`src/rtl/decode_pkg.sv`:
```
// Shared opcode, ALU-operation and immediate-format definitions for the RV32I decode stage.
package decode_pkg;

  localparam logic [6:0] OPC_LUI    = 7'b0110111;
  localparam logic [6:0] OPC_AUIPC  = 7'b0010111;
  localparam logic [6:0] OPC_JAL    = 7'b1101111;
  localparam logic [6:0] OPC_JALR   = 7'b1100111;
  localparam logic [6:0] OPC_BRANCH = 7'b1100011;
  localparam logic [6:0] OPC_LOAD   = 7'b0000011;
  localparam logic [6:0] OPC_STORE  = 7'b0100011;
  localparam logic [6:0] OPC_OPIMM  = 7'b0010011;
  localparam logic [6:0] OPC_OP     = 7'b0110011;

  // 17 distinct operations, so the code needs 5 bits.
  localparam int unsigned ALU_CODE_W = 5;
  typedef logic [ALU_CODE_W-1:0] alu_code_t;

  localparam alu_code_t ALU_ADD    = 5'd0;
  localparam alu_code_t ALU_SUB    = 5'd1;
  localparam alu_code_t ALU_SLL    = 5'd2;
  localparam alu_code_t ALU_SLT    = 5'd3;
  localparam alu_code_t ALU_SLTU   = 5'd4;
  localparam alu_code_t ALU_XOR    = 5'd5;
  localparam alu_code_t ALU_SRL    = 5'd6;
  localparam alu_code_t ALU_SRA    = 5'd7;
  localparam alu_code_t ALU_OR     = 5'd8;
  localparam alu_code_t ALU_AND    = 5'd9;
  localparam alu_code_t ALU_PASS_B = 5'd10;
  localparam alu_code_t ALU_BEQ    = 5'd11;
  localparam alu_code_t ALU_BNE    = 5'd12;
  localparam alu_code_t ALU_BLT    = 5'd13;
  localparam alu_code_t ALU_BGE    = 5'd14;
  localparam alu_code_t ALU_BLTU   = 5'd15;
  localparam alu_code_t ALU_BGEU   = 5'd16;

  typedef enum logic [2:0] {
    FMT_R,
    FMT_I,
    FMT_S,
    FMT_B,
    FMT_U,
    FMT_J
  } imm_fmt_e;

  // alt selects SUB (funct3=000) or SRA/SRAI (funct3=101); callers gate it per opcode.
  function automatic alu_code_t arith_op(input logic [2:0] funct3, input logic alt);
    alu_code_t op;
    case (funct3)
      3'b000:  op = alt ? ALU_SUB : ALU_ADD;
      3'b001:  op = ALU_SLL;
      3'b010:  op = ALU_SLT;
      3'b011:  op = ALU_SLTU;
      3'b100:  op = ALU_XOR;
      3'b101:  op = alt ? ALU_SRA : ALU_SRL;
      3'b110:  op = ALU_OR;
      default: op = ALU_AND;
    endcase
    return op;
  endfunction

endpackage

```
`src/rtl/imm_gen.sv`:
```
// Combinational immediate generator: selects the I/S/B/U/J layout and sign-extends to XLEN.
module imm_gen
  import decode_pkg::*;
#(
  parameter int unsigned XLEN = 32
) (
  input  logic [31:7]     instr,
  input  imm_fmt_e        fmt,
  output logic [XLEN-1:0] imm
);

  logic [31:0] raw;

  always_comb begin
    raw = '0;
    case (fmt)
      FMT_I:   raw = {{20{instr[31]}}, instr[31:20]};
      FMT_S:   raw = {{20{instr[31]}}, instr[31:25], instr[11:7]};
      FMT_B:   raw = {{19{instr[31]}}, instr[31], instr[7], instr[30:25], instr[11:8], 1'b0};
      FMT_U:   raw = {instr[31:12], 12'b0};
      FMT_J:   raw = {{11{instr[31]}}, instr[31], instr[19:12], instr[20], instr[30:21], 1'b0};
      default: raw = '0;
    endcase
    imm = XLEN'($signed(raw));
  end

endmodule

```
`src/rtl/decode_stage.sv`:
```
// Registered RV32I decode stage: control decode, valid/ready output register, flush and
// load-use bubble insertion.
module decode_stage
  import decode_pkg::*;
#(
  parameter int unsigned XLEN      = 32,
  parameter int unsigned ALU_OP_W  = 5,
  parameter bit          HAZARD_EN = 1'b1
) (
  input  logic                clk,
  input  logic                rst,
  input  logic                flush,
  input  logic                in_valid,
  output logic                in_ready,
  input  logic [31:0]         in_instr,
  input  logic [XLEN-1:0]     in_pc,
  output logic                out_valid,
  input  logic                out_ready,
  output logic [XLEN-1:0]     out_pc,
  output logic [4:0]          read_reg1,
  output logic [4:0]          read_reg2,
  output logic [4:0]          write_reg,
  output logic                is_write,
  output logic [ALU_OP_W-1:0] alu_op,
  output logic                alusrc,
  output logic                pcsrc,
  output logic                regwritesrc,
  output logic                is_access_memory,
  output logic                is_write_memory,
  output logic [XLEN-1:0]     imm,
  output logic                illegal
);

  logic [6:0] opcode;
  logic [2:0] funct3;
  logic [4:0] rd;
  logic [4:0] rs1;
  logic [4:0] rs2;

  assign opcode = in_instr[6:0];
  assign rd     = in_instr[11:7];
  assign funct3 = in_instr[14:12];
  assign rs1    = in_instr[19:15];
  assign rs2    = in_instr[24:20];

  logic            use_rs1;
  logic            use_rs2;
  logic            use_rd;
  logic            d_write;
  logic            d_alusrc;
  logic            d_pcsrc;
  logic            d_rws;
  logic            d_mem;
  logic            d_memw;
  logic            d_illegal;
  alu_code_t       d_alu;
  imm_fmt_e        d_fmt;
  logic [XLEN-1:0] d_imm;

  always_comb begin
    use_rs1   = 1'b0;
    use_rs2   = 1'b0;
    use_rd    = 1'b0;
    d_write   = 1'b0;
    d_alusrc  = 1'b0;
    d_pcsrc   = 1'b0;
    d_rws     = 1'b0;
    d_mem     = 1'b0;
    d_memw    = 1'b0;
    d_illegal = 1'b0;
    d_alu     = ALU_ADD;
    d_fmt     = FMT_R;
    case (opcode)
      OPC_LUI, OPC_AUIPC: begin
        d_fmt    = FMT_U;
        use_rd   = 1'b1;
        d_write  = 1'b1;
        d_alusrc = 1'b1;
        d_rws    = 1'b1;
        d_alu    = (opcode == OPC_LUI) ? ALU_PASS_B : ALU_ADD;
      end
      OPC_JAL: begin
        d_fmt   = FMT_J;
        use_rd  = 1'b1;
        d_write = 1'b1;
        d_pcsrc = 1'b1;
        d_rws   = 1'b1;
      end
      OPC_JALR: begin
        d_fmt     = FMT_I;
        use_rd    = 1'b1;
        use_rs1   = 1'b1;
        d_write   = 1'b1;
        d_pcsrc   = 1'b1;
        d_rws     = 1'b1;
        d_illegal = (funct3 != 3'b000);
      end
      OPC_BRANCH: begin
        d_fmt   = FMT_B;
        use_rs1 = 1'b1;
        use_rs2 = 1'b1;
        d_pcsrc = 1'b1;
        case (funct3)
          3'b000:  d_alu = ALU_BEQ;
          3'b001:  d_alu = ALU_BNE;
          3'b100:  d_alu = ALU_BLT;
          3'b101:  d_alu = ALU_BGE;
          3'b110:  d_alu = ALU_BLTU;
          3'b111:  d_alu = ALU_BGEU;
          default: d_illegal = 1'b1;
        endcase
      end
      OPC_LOAD: begin
        d_fmt     = FMT_I;
        use_rd    = 1'b1;
        use_rs1   = 1'b1;
        d_write   = 1'b1;
        d_alusrc  = 1'b1;
        d_mem     = 1'b1;
        d_illegal = (funct3 == 3'b011) || (funct3 == 3'b110) || (funct3 == 3'b111);
      end
      OPC_STORE: begin
        d_fmt     = FMT_S;
        use_rs1   = 1'b1;
        use_rs2   = 1'b1;
        d_alusrc  = 1'b1;
        d_mem     = 1'b1;
        d_memw    = 1'b1;
        d_illegal = (funct3 > 3'b010);
      end
      OPC_OPIMM: begin
        d_fmt    = FMT_I;
        use_rd   = 1'b1;
        use_rs1  = 1'b1;
        d_write  = 1'b1;
        d_alusrc = 1'b1;
        d_rws    = 1'b1;
        d_alu    = arith_op(funct3, (funct3 == 3'b101) && in_instr[30]);
      end
      OPC_OP: begin
        use_rd  = 1'b1;
        use_rs1 = 1'b1;
        use_rs2 = 1'b1;
        d_write = 1'b1;
        d_rws   = 1'b1;
        d_alu   = arith_op(funct3, in_instr[30]);
      end
      default: d_illegal = 1'b1;
    endcase
    if (!use_rd || rd == '0) d_write = 1'b0;
    if (d_illegal) begin
      d_write = 1'b0;
      d_pcsrc = 1'b0;
      d_mem   = 1'b0;
      d_memw  = 1'b0;
    end
  end

  imm_gen #(.XLEN(XLEN)) u_imm_gen (
    .instr (in_instr[31:7]),
    .fmt   (d_fmt),
    .imm   (d_imm)
  );

  // A legal load in the output register is the only producer that can stall a consumer.
  logic hazard;
  logic out_is_load;

  assign out_is_load = is_access_memory && !is_write_memory;

  always_comb begin
    hazard = HAZARD_EN && in_valid && out_valid && out_is_load && (write_reg != '0) &&
             ((use_rs1 && rs1 == write_reg) || (use_rs2 && rs2 == write_reg));
  end

  logic advance;

  assign advance  = !out_valid || out_ready;
  assign in_ready = advance && !hazard && !flush;

  always_ff @(posedge clk) begin
    if (rst) begin
      out_valid        <= 1'b0;
      out_pc           <= '0;
      read_reg1        <= '0;
      read_reg2        <= '0;
      write_reg        <= '0;
      is_write         <= 1'b0;
      alu_op           <= '0;
      alusrc           <= 1'b0;
      pcsrc            <= 1'b0;
      regwritesrc      <= 1'b0;
      is_access_memory <= 1'b0;
      is_write_memory  <= 1'b0;
      imm              <= '0;
      illegal          <= 1'b0;
    end else if (flush) begin
      out_valid <= 1'b0;
    end else if (advance) begin
      out_valid        <= in_valid && !hazard;
      out_pc           <= in_pc;
      read_reg1        <= use_rs1 ? rs1 : 5'd0;
      read_reg2        <= use_rs2 ? rs2 : 5'd0;
      write_reg        <= use_rd ? rd : 5'd0;
      is_write         <= d_write;
      alu_op           <= ALU_OP_W'(d_alu);
      alusrc           <= d_alusrc;
      pcsrc            <= d_pcsrc;
      regwritesrc      <= d_rws;
      is_access_memory <= d_mem;
      is_write_memory  <= d_memw;
      imm              <= d_imm;
      illegal          <= d_illegal;
    end
  end

endmodule
```
`config.mk`:
```
export PLATFORM = sky130hd
export DESIGN_NAME = decode_stage
export DESIGN_NICKNAME = d
export VERILOG_FILES = /design/src/rtl/decode_pkg.sv /design/src/rtl/imm_gen.sv /design/src/rtl/decode_stage.sv
export SDC_FILE = /design/constraint.sdc
export NUM_CORES = 1
export LEC_CHECK = 0
export ABC_AREA = 1
export BUFFER_PORTS_ARGS = -buffer_cell sky130_fd_sc_hd__buf_4
export CORE_MARGIN = 3
export CORE_UTILIZATION = 50
export DETAILED_ROUTE_END_ITERATION = 7
export GPL_TIMING_DRIVEN = 0
export HOLD_SLACK_MARGIN = 0.02
export PLACE_DENSITY = 0.81
export SETUP_SLACK_MARGIN = 0.2
export SYNTH_ARGS = -nofsm -noshare
export SYNTH_HDL_FRONTEND = slang
export SYNTH_SLANG_ARGS = --single-unit
```
`constraint.sdc`:
```
create_clock -name clk -period 1.9 [get_ports clk]
set_input_delay 0.285 -clock clk [delete_from_list [all_inputs] [get_ports clk]]
set_output_delay 0.285 -clock clk [all_outputs]
set_load 0.01 [all_outputs]
```
==> run metrics <==
status finished clean; Worst Path Required about 1600 ps; Mapped Nets 690; HPWL Detailed 11000 um; final core occ 0.724; CP max stage cell nor2_4; final std cells w/o fill 902; Initial Utilization 0.529; clk sinks 92; P_leak 2.95 nW; worst-path fanout max 5; die area a little over 10000 um^2; Power Density 691 nW/um^2; final WL roughly 14000 um; Post-Synth Simple-Gate Area 0.311; slowest stage delay, CP 210 ps; largest cells by area after synthesis dfxtp_1, nand2_1, o21ai_0; fillers about 720; cts bufs inserted 9; Cell Rows 33; clock latency on the worst-skew pair 360 ps; CTS clk-pin slew, worst paths 100 ps; Longest Clk Path Bufs 2; Cell Chain, Critical Path buf_4, inv_2, nand2_2, nor2_4, nand2_4, nand4_1, nand2_1, nand2_2, a21oi_2, buf_4; worst clock skew 7.84 ps; DRC 0; hold wc startpoint in_pc[14]; Vias 4873; share of layout cells above drive strength 1 0.338; GPL Wtd Cong approximately 0.92; Power Total 4.21 mW; antenna violations before repair 0; CP startpoint kind input port; die width about 100 um; Slew HR 0.545; CP bufs+invs 3; nets approximately 860; Final setup viols 0; H-tree Lvls 3; mux cell area share after synthesis 0; area grow syn2layout 36.9%; max frequency between 500 and 600 MHz; ant diodes 0; synthesized area per cell 7.17 um^2; pin count of the biggest net entering global routing 18; worst vdd ir 0.351 mV; final hold violation count 0; first-pass GRT wire length 22400 um; critical path arrival 1440 ps; Largest regs imm (32), out_pc (32); sequential area share after synthesis 0.414; Synth area leader dfxtp_1; Reg2Reg Launch Point out_valid; Area after DPL 5770 um^2; final setup TNS 0 ps; area fraction of the dominant cell type after synthesis 0.414; design area between 6000 and 7000 um^2; crit end category output pin; dpl cells 884; Post-Syn Area 4450 um^2; Die H 100 um; Syn. warnings 0; Iter 0 DRT Violations 253; Post-Syn Instances 621; Ports 162; Final Cycle Share 0.909; WL per Instance 15.8 um; Crit Path Category in -> out; fraction of the mapped netlist area in compound gates 0.177; CP top delay family simple AND/OR/NAND/NOR gates; flops & latches, synth roughly 90; RSZ-0062 raised after global routing true; Hold Buf Count CTS 0; adder-cell share of the synthesized area 0; worst setup path start in_instr[4]; GRT overflow 0; largest family of logic cells by synthesized area simple AND/OR/NAND/NOR gates; vias in the first global route 4516; number of vias per cell 5.40; Pins Over Slew Limit 0; Distinct cells, synth 30; max cap viols 0; Post-Synth XOR/XNOR Area 0.0177; port bufs between 150 and 200; drt pass-1 iters 5; post-route ant nets 0; core area ~8400 um^2; Slew @ Worst Pin 683 ps; CTS tree yes; root buffer cell clkbuf_8; Worst Hold Class in -> reg; Tmin final 1730 ps; Global Route Usage Sum 0.277
[what timing repair did]
action / CTS / global route
gates resized for setup: 19 / 15
pin swaps: 0 / 6
buffers inserted: 1 / 1
endpoints found under the setup margin: 51 / 36
[report_power, final]
| part | internal (mW) | switching (mW) | leakage (nW) |
|---|---|---|---|
| combinational | 0.328 | 0.413 | 2.09 |
| sequential | 2.02 | 0.0579 | 0.758 |
| clock | 0.627 | 0.769 | 0.0944 |
[cell families (layout without fill, tap and decap cells)]
kind of cell              count (synthesis)  in the layout
and+or+nand+nor                         301            301
xor gates and xnor gates                  9              9
DFF                                      92             92
AOI/OAI and AO/OA                       135            135
buffers and inverters                    84            260
[cells in the mapped netlist]
master	instances
buf_6	5
nand3_1	31
buf_4	1
clkbuf_1	19
inv_2	6
nand2_1	145
nor2_4	7
o22ai_1	3
o21ai_1	1
o21ai_0	64
buf_2	3
buf_1	7
o21ai_2	1
xnor2_1	7
a21oi_2	20
xor2_1	2
inv_1	43
nand3_2	13
o211ai_1	8
nor2_2	3
nand2_4	3
a21oi_1	34
a41oi_1	1
nor3_1	1
nand3_4	1
dfxtp_1	92
nor2_1	82
nand2_2	8
nand4_1	7
a31oi_1	3
[per-stage QoR]
step	setup WS [ps]	hold slack, ps
6_report	172	173
5_1_grt	108	176
4_1_cts	149	164
3_5_place_dp	-111	457
3_3_place_gp	-88.8	455
2_1_floorplan	301	423
[layout by cell type, fill, tap and decap left out, drive strengths merged]
| cell | instances |
|---|---|
| buf | 174 |
| nand2 | 156 |
| dfxtp | 92 |
| nor2 | 92 |
| o21ai | 66 |
| a21oi | 54 |
| inv | 52 |
| nand3 | 45 |
| clkbuf | 30 |
| o211ai | 8 |
| nand4 | 7 |
| xnor2 | 7 |
| a31oi | 3 |
| o22ai | 3 |
| clkinvlp | 3 |
| xor2 | 2 |
| nor3 | 1 |
| a41oi | 1 |
| bufinv | 1 |
[tightest hold or removal path: stages]
cell and delay [ps]:
buf_4 70, o21ai_0 70, nor2_1 80
[worst paths after layout]
check                                        end  slack (ps)  cells past startpoint
worst max-delay path                    in_ready         170                     10
worst min-delay path                  out_pc[14]         170                      3
worst max register to register  is_access_memory         330                      6
worst min register to register            imm[0]         470                      2
[final cells by class]
cell class	instances	area, um^2	area share
plain buffers	35	195	0.0320
clock buffers	9	124	0.0203
clock inverters	7	81.3	0.0133
inverters	49	189	0.0310
multi-input cells	445	2320	0.380
flip-flops and latches	92	1860	0.304
well taps	105	131	0.0216
repair buffers	160	1200	0.197
[per-layer routing]
metal	routed length, um	up-vias	GRT usage	share of wire
met3	1190	29	0.0445	0.084
li1	-	2355	-	-
met5	0	-	0	0
met2	6930	230	0.477	0.49
met4	265	0	0.0839	0.019
met1	5840	2259	0.357	0.41
Power figures use the tool's default switching activity.
